===== src/rtl/emit_heartbeat.sv =====
// Periodic heartbeat frame emitter: 8-byte frames separated by PERIOD idle cycles.
// Optional macro HEARTBEAT_CRC8_EN replaces the XOR check byte with CRC-8 (poly 0x07).
module emit_heartbeat #(
    parameter int unsigned PERIOD  = 1000,
    parameter logic [7:0]  NODE_ID = 8'h01
) (
    input  logic        clk,
    input  logic        rst,
    input  logic        start,
    input  logic        stop,
    input  logic [7:0]  status,
    output logic [7:0]  tx_data,
    output logic        tx_valid,
    input  logic        tx_ready,
    output logic        done,
    output logic [31:0] result
);

    localparam logic [7:0]  SYNC_BYTE = 8'hA5;
    localparam logic [23:0] GAP_LAST  = 24'(PERIOD - 1);

    typedef enum logic [1:0] {IDLE, SEND, GAP} state_t;

    state_t      state_q;
    logic [2:0]  byte_idx_q;
    logic [23:0] gap_cnt_q;
    logic        stop_pend_q;
    logic [7:0]  status_q;
    logic [7:0]  tx_data_q;
    logic        tx_valid_q;
    logic        done_q;
    logic [31:0] result_q;

    logic [2:0]  idx_d;
    logic [7:0]  check_d;
    logic [7:0]  byte_d;

    // result_q is stable for the whole frame, so it serves directly as seq.
    logic [7:0] payload [6];
    assign payload[0] = NODE_ID;
    assign payload[1] = result_q[31:24];
    assign payload[2] = result_q[23:16];
    assign payload[3] = result_q[15:8];
    assign payload[4] = result_q[7:0];
    assign payload[5] = status_q;

`ifdef HEARTBEAT_CRC8_EN
    function automatic logic [7:0] crc8_step(input logic [7:0] crc, input logic [7:0] data);
        logic [7:0] c;
        c = crc ^ data;
        for (int i = 0; i < 8; i++) begin
            c = c[7] ? ({c[6:0], 1'b0} ^ 8'h07) : {c[6:0], 1'b0};
        end
        return c;
    endfunction

    always_comb begin
        check_d = 8'h00;
        for (int i = 0; i < 6; i++) begin
            check_d = crc8_step(check_d, payload[i]);
        end
    end
`else
    always_comb begin
        check_d = 8'h00;
        for (int i = 0; i < 6; i++) begin
            check_d = check_d ^ payload[i];
        end
    end
`endif

    assign idx_d = byte_idx_q + 3'd1;

    always_comb begin
        case (idx_d)
            3'd1:    byte_d = payload[0];
            3'd2:    byte_d = payload[1];
            3'd3:    byte_d = payload[2];
            3'd4:    byte_d = payload[3];
            3'd5:    byte_d = payload[4];
            3'd6:    byte_d = payload[5];
            3'd7:    byte_d = check_d;
            default: byte_d = SYNC_BYTE;
        endcase
    end

    always_ff @(posedge clk) begin
        if (rst) begin
            state_q     <= IDLE;
            byte_idx_q  <= 3'd0;
            gap_cnt_q   <= 24'd0;
            stop_pend_q <= 1'b0;
            status_q    <= 8'h00;
            tx_data_q   <= 8'h00;
            tx_valid_q  <= 1'b0;
            done_q      <= 1'b0;
            result_q    <= 32'd0;
        end else begin
            done_q   <= 1'b0;
            result_q <= result_q;
            case (state_q)
                IDLE: begin
                    if (start && !stop) begin
                        state_q     <= SEND;
                        byte_idx_q  <= 3'd0;
                        tx_data_q   <= SYNC_BYTE;
                        tx_valid_q  <= 1'b1;
                        status_q    <= status;
                        stop_pend_q <= 1'b0;
                    end
                end
                SEND: begin
                    if (stop) begin
                        stop_pend_q <= 1'b1;
                    end
                    if (tx_ready) begin
                        if (byte_idx_q == 3'd7) begin
                            result_q   <= result_q + 32'd1;
                            done_q     <= 1'b1;
                            tx_valid_q <= 1'b0;
                            tx_data_q  <= 8'h00;
                            byte_idx_q <= 3'd0;
                            gap_cnt_q  <= 24'd0;
                            // A stop arriving with the last byte still ends emission.
                            if (stop_pend_q || stop) begin
                                state_q     <= IDLE;
                                stop_pend_q <= 1'b0;
                            end else begin
                                state_q <= GAP;
                            end
                        end else begin
                            byte_idx_q <= idx_d;
                            tx_data_q  <= byte_d;
                        end
                    end
                end
                GAP: begin
                    if (stop) begin
                        state_q   <= IDLE;
                        gap_cnt_q <= 24'd0;
                    end else if (gap_cnt_q == GAP_LAST) begin
                        state_q    <= SEND;
                        gap_cnt_q  <= 24'd0;
                        byte_idx_q <= 3'd0;
                        tx_data_q  <= SYNC_BYTE;
                        tx_valid_q <= 1'b1;
                        status_q   <= status;
                    end else begin
                        gap_cnt_q <= gap_cnt_q + 24'd1;
                    end
                end
                default: state_q <= IDLE;
            endcase
        end
    end

    assign tx_data  = tx_data_q;
    assign tx_valid = tx_valid_q;
    assign done     = done_q;
    assign result   = result_q;

endmodule

===== config.mk =====
export PLATFORM = sky130hd
export DESIGN_NAME = emit_heartbeat
export DESIGN_NICKNAME = d
export VERILOG_FILES = /design/src/rtl/emit_heartbeat.sv
export SDC_FILE = /design/constraint.sdc
export NUM_CORES = 1
export LEC_CHECK = 0
export CAP_MARGIN = 20
export CORE_ASPECT_RATIO = 0.7
export CORE_UTILIZATION = 30
export DETAILED_ROUTE_END_ITERATION = 16
export PLACE_DENSITY_LB_ADDON = 0.12
export SLEW_MARGIN = 20
export SYNTH_ARGS = -nofsm -noshare
export SYNTH_HDL_FRONTEND = slang
export SYNTH_SLANG_ARGS = --single-unit

===== constraint.sdc =====
create_clock -name clk -period 2.8 [get_ports clk]
set_input_delay 0.56 -clock clk [delete_from_list [all_inputs] [get_ports clk]]
set_output_delay 0.56 -clock clk [all_outputs]
set_load 0.01 [all_outputs]

### Yosys cells after proc, flatten, opt, wreduce, memory -nomap -nowiden

Cells that the tools add are included.

| word-level totals | value |
|---|---|
| register bits | 80 |
| input bits | 13 |
| output and inout bits | 42 |
| word-level logic and storage cells | 94 |

| cells by class | value |
|---|---|
| $add $sub $neg | 3 |
| equality and inequality tests | 17 |
| mux-type cells | 42 |
| bitwise gates (word level) | 7 |
| reductions and logical operators | 16 |

Operators by type and width:

| cell | number |
|---|---|
| two-way mux 24 bit | 4 |
| two-way mux 8 bit | 8 |
| case mux 8 bit (7 select lines) | 1 |
| case mux 24 bit (2 select lines) | 1 |
| adder 32 x 1 -> 32 bit, second input constant | 1 |
| XOR 8 bit | 4 |
| adder 24 x 1 -> 24 bit, second input constant | 1 |
| equality test 24 x 10 -> 1 bit, second input constant | 1 |
| case mux 8 bit (3 select lines) | 1 |
| case mux 8 bit (2 select lines) | 1 |
| equality test 3 bit, second input constant | 5 |
| two-way mux 3 bit | 5 |
| two-way mux 2 bit | 6 |
| two-way mux 1 bit | 11 |
| != test 2 bit, second input constant | 5 |
| case mux 3 bit (3 select lines) | 1 |
| AND reduction 4 bit | 2 |
| equality test 3 x 2 -> 1 bit, second input constant | 2 |
| case mux 2 bit (3 select lines) | 1 |
| AND reduction 3 bit | 2 |
| AND reduction 6 bit | 1 |
| nonzero test 2 bit | 3 |
| AND reduction 5 bit | 1 |
| adder 3 x 1 -> 3 bit, second input constant | 1 |
| other kinds (14) | 16 |

### Depth between registers and ports, before layout

Gate-level depths: netlist of the first run.

| depth | value |
|---|---|
| depth after elaboration | 9 |
| depth in mapped cells | 10 |
| mapped depth without buffers | 7 |

### Least setup slack after synthesis of the first run

Ideal clock, no wire load.

| timing | value |
|---|---|
| path type | register to register |
| start point | reg byte_idx_q[0] |
| end point | reg result_q[31] (netlist: result[31]) |
| setup time | 71 ps |
| data arrival time | 2302 ps |
| data required time | 2729 ps |
| slack | 428 ps |
| stages on the path, launching flop included | 10 |
| buffers on the path | 2 |
| period minus slack after synthesis | 2372 ps |
| cells stage by stage | dfxtp_1 ha_1 ha_1 clkbuf_1 and4b_1 buf_2 nand3_1 or4_1 or3_1 a21oi_1 |

| on the way | value |
|---|---|
| word-level cells in the longest chain between the ends | 2 |

Ends and longest elaborated chain:

| what | RTL line | RTL |
|---|---|---|
| start, declared | 25 | `logic [2:0] byte_idx_q;` |
| start signal, assigned | 132 | `byte_idx_q <= idx_d;` |
| equality test 3 bit | 117 | `if (byte_idx_q == 3'd7) begin` |
| AND reduction 3 bit (no source line) | n/a |  |
| end signal, assigned | 100 | `result_q <= result_q;` |
| end signal, assigned | 118 | `result_q <= result_q + 32'd1;` |
| end, declared | 32 | `logic [31:0] result_q;` |

Every way passes these cells.
A chain may end at the register's enable or synchronous reset.

### Worst setup path after layout of the first run

| timing | value |
|---|---|
| start point | reg byte_idx_q[0] |
| end point | reg tx_data_q[3] (netlist: tx_data[3]) |

| on the way | value |
|---|---|
| word-level cells in the longest chain between the ends | 6 |

Ends and longest elaborated chain:

| what | RTL line | RTL |
|---|---|---|
| adder 3 x 1 -> 3 bit | 72 | `assign idx_d = byte_idx_q + 3'd1;` |
| equality test 3 bit, or another cell as far along | 75 | `case (idx_d)` |
| case mux 8 bit (7 select lines) | 75 |  |
| two-way mux 8 bit * | 117 |  |
| two-way mux 8 bit * | 116 | `if (tx_ready) begin` |
| case mux 8 bit (3 select lines) * | 101 | `case (state_q)` |
| end signal, assigned | 133 | `tx_data_q <= byte_d;` |
| end, declared | 29 | `logic [7:0] tx_data_q;` |

Mark *: on every way between the ends. The rest lies on a longest branch, timed or not. The select of a mux whose other input is x is not followed.

==> results of run 1 <==
## power by group through the flow
stage | Sequential, W | Clock, W | Combinational (W)
2_1_floorplan | 0.00119 | 0 | 0.0000823
3_3_place_gp | 0.00119 | 0 | 0.000141
6_report | 0.00117 | 0.00129 | 0.000143
4_1_cts | 0.00117 | 0.00133 | 0.000143
5_1_grt | 0.00117 | 0.00138 | 0.000154
3_5_place_dp | 0.00119 | 0 | 0.000143
## kinds of logic (layout without fill, tap and decap cells)
group,after synthesis,after routing,share of synthesized area
compound gates,76,76,0.130
xor+xnor,72,72,0.143
fa+ha+maj,8,8,0.0228
buf+inv,55,109,0.0495
flops,80,80,0.364
mux,14,14,0.0321
simple gates,220,220,0.258
## routing by layer
metal	wire, um	up-vias
met2	4990	99
met4	107	0
met5	0	-
li1	-	1975
met3	707	8
met1	7080	1826
## sequential cells by signal (all words and copies together) (netlist names)
signal       cells
gap_cnt_q       24
tx_data          8
byte_idx_q       3
result          32
tx_valid         1
done             1
status_q         8
stop_pend_q      1
state_q          2
## cell usage in the layout (no fill, tap or decap), types with 21 or more instances in the layout
master           instances
nor2_1                  66
a21oi_1                 21
dfxtp_1                 80
nor4_1                  21
nand3_1                 23
nand2_1                 32
clkdlybuf4s50_1         53
buf_4                   22
xnor2_1                 60
## worst paths after layout
path | cells after the start | to | start
max | 6 | tx_data[3] | byte_idx_q[0]
min | 2 | tx_valid | tx_valid
max reg2reg | 6 | tx_data[3] | byte_idx_q[0]
min reg2reg | 2 | tx_valid | tx_valid
## final cells by class
class / instances / area, um2 / area share
multi-input cells: 390 / 2580 / 0.467
flip-flops and latches: 80 / 1600 / 0.290
repair buffers: 77 / 721 / 0.131
clock buffers: 11 / 243 / 0.0440
well taps: 190 / 238 / 0.0431
clock inverters: 5 / 80.1 / 0.0145
inverters: 16 / 60.1 / 0.0109
## through the flow
step	hold WS [ns]	area (um2)	std cells	total power (W)
6_report	0.496	5520	769	0.00260
5_1_grt	0.522	5520	769	0.00271
4_1_cts	0.498	5520	769	0.00264
3_5_place_dp	0.484	5200	753	0.00134
3_3_place_gp	0.479	5200	753	0.00134
2_1_floorplan	0.467	4400	525	0.00127
## worst max-delay path: cells and delay by family (launching register included)
family | cells | cell delay (ns)
and+or+nand+nor | 2 | 0.96
adders and majority gates | 2 | 0.75
AOI/OAI and AO/OA | 2 | 0.37
DFF | 1 | 0.36
==> impl_results.md, run 1 <==
- Met2 Resource Use GR: 0.241
- Crit-path max FO: 13
- Setup Skew: 0.00513 ns
- Met3 Use GR: 0.0399
- Lkg Pwr: 1.78 nW
- H-tree Lvls: 3
- Max Slew Vio Count: 0
- Register share of total power: 0.449
- Core Util, Final: 0.392
- Post-Syn Area: 4400 um2
- Starting DRT DRC Count: 297
- Via/cell ratio: 5.08
- Sequential share of the synthesized area: 0.364
- Max Root-Sink Buffers: 2
- Post-synth top cells: 80 x dfxtp_1, 66 x nor2_1, 60 x xnor2_1, 32 x nand2_1, 29 x clkbuf_1
- Vias in the first global route: 3509
- Die X: 147 um
- DRT Pass-1 Iters: 5
- Clock power frac: 0.496
- Register clock-pin slew on the reported worst setup and hold paths: 0.06 ns
- Switching Fraction: 0.222
- Synthesized flop and latch total: 80
- DPL Wire Length: 9.51 mm
- Num rows: 36
- Crit. End Element: flop
- WS Path Type: flop to flop
- R2r setup slk: 0.25 ns
- FFs w/ async S/R, synth: 0
- Final setup vio count: 0
- Worst Hold Class: flop to flop
- Final wirelength: 12.9 mm
- Cells after Synth: 525
- Yosys Warn Count: 0
- Worst setup margin: 0.247 ns
- Comb pwr share: 0.055
- Initial antenna violation count: 0
- Core box area: 14100 um2
- Sink Count: 80
- Top-area cell type share of the netlist area: 0.364
- Post-synthesis area per instance: 8.38 um2
- Grt total ovfl: 0
- Clock root buffer: clkbuf_16
- Relative slew slack: 0.308
- Max Cap Viol: 0
- ANT cells: 0
- Crit path DAT: 2.80 ns
- Grt met1 use: 0.274
- Net Sw Power: 0.000578 W
- # port buffers: 54
- Final period utilization: 0.912
- Clk_lat worst skew: 0.34 ns
- Final RePlAce weighted congestion: 0.891
- Die area: 15200 um2
- Ports: 55
- Tot GR Track Use: 0.177
- Hold-fix buffer count after cts: 0
- Layout area overhead: 25.5%
- Initial Utilization: 0.312
- Post-synth top area cell: dfxtp_1
- Pin count of the biggest net entering global routing: 38
- Int Power: 0.00203 W
- Fillers: 1427
- Nets@finish: 595
- Req. time, crit path: 3.04 ns
- Drt drc: 0
- RSZ-0062 raised after global routing: false
- Post-synth EDFFs: 0
- # Post-CTS Setup Buffers: 0
- Share of cells above drive strength 1: 0.0898
- Top-count cell post-synth: dfxtp_1
- Cell mode on critical path: ha_1
- Pre-CTS setup slack: 0.227 ns
- Setup Total Neg Slack: 0 ns
- Worst setup SP type: flop
- WL per Instance: 16.8 um
- Syn nets: 546
- Final Hold Fails: 0
- First-pass GRT wire length: 20.3 mm
- Number of buffers created by CTS: 9
- Minimum clock period: 2.55 ns
- Fmax: 392 MHz
- Post_cts resized: 0
- Synth cell types: 51
- Worst slew pin tran: 1.03 ns
- Detail Route Antenna Nets: 0
- Height of the die: 103 um
- Status: complete, no violations
- Worst path max stage delay: 0.81 ns
- Peak VDD IR: 0.000259 V
- Global route hottest layer: met1
- Main synth FF type: dfxtp_1
- TritonCTS clock tree: built
- Critical path's slowest cell: nor4_1
- Crit-path cells: ha_1 -> ha_1 -> a2111oi_0 -> nor4_1 -> nand3_1 -> o32ai_1
- Largest cells by area after synthesis: dfxtp_1 36%, xnor2_1 12%, nor2_1 5.6%, nor4_1 3.0%, mux2i_1 3.0%
- PwrDens: 472 nW/um2
- Vias post-DR: 3908
Note: power is estimated with default switching activity, not from simulation.
==> run 2, diff against run 1 <==
--- a/config.mk
+++ b/config.mk
@@ -8,6 +8,7 @@
 export CAP_MARGIN = 20
 export CORE_ASPECT_RATIO = 0.7
 export CORE_UTILIZATION = 30
+export CTS_CLUSTER_SIZE = 20
 export DETAILED_ROUTE_END_ITERATION = 16
 export PLACE_DENSITY_LB_ADDON = 0.12
 export SLEW_MARGIN = 20
==> results of run 2 <==
No change in the layout: final DEF, timing and power equal those of run 1.
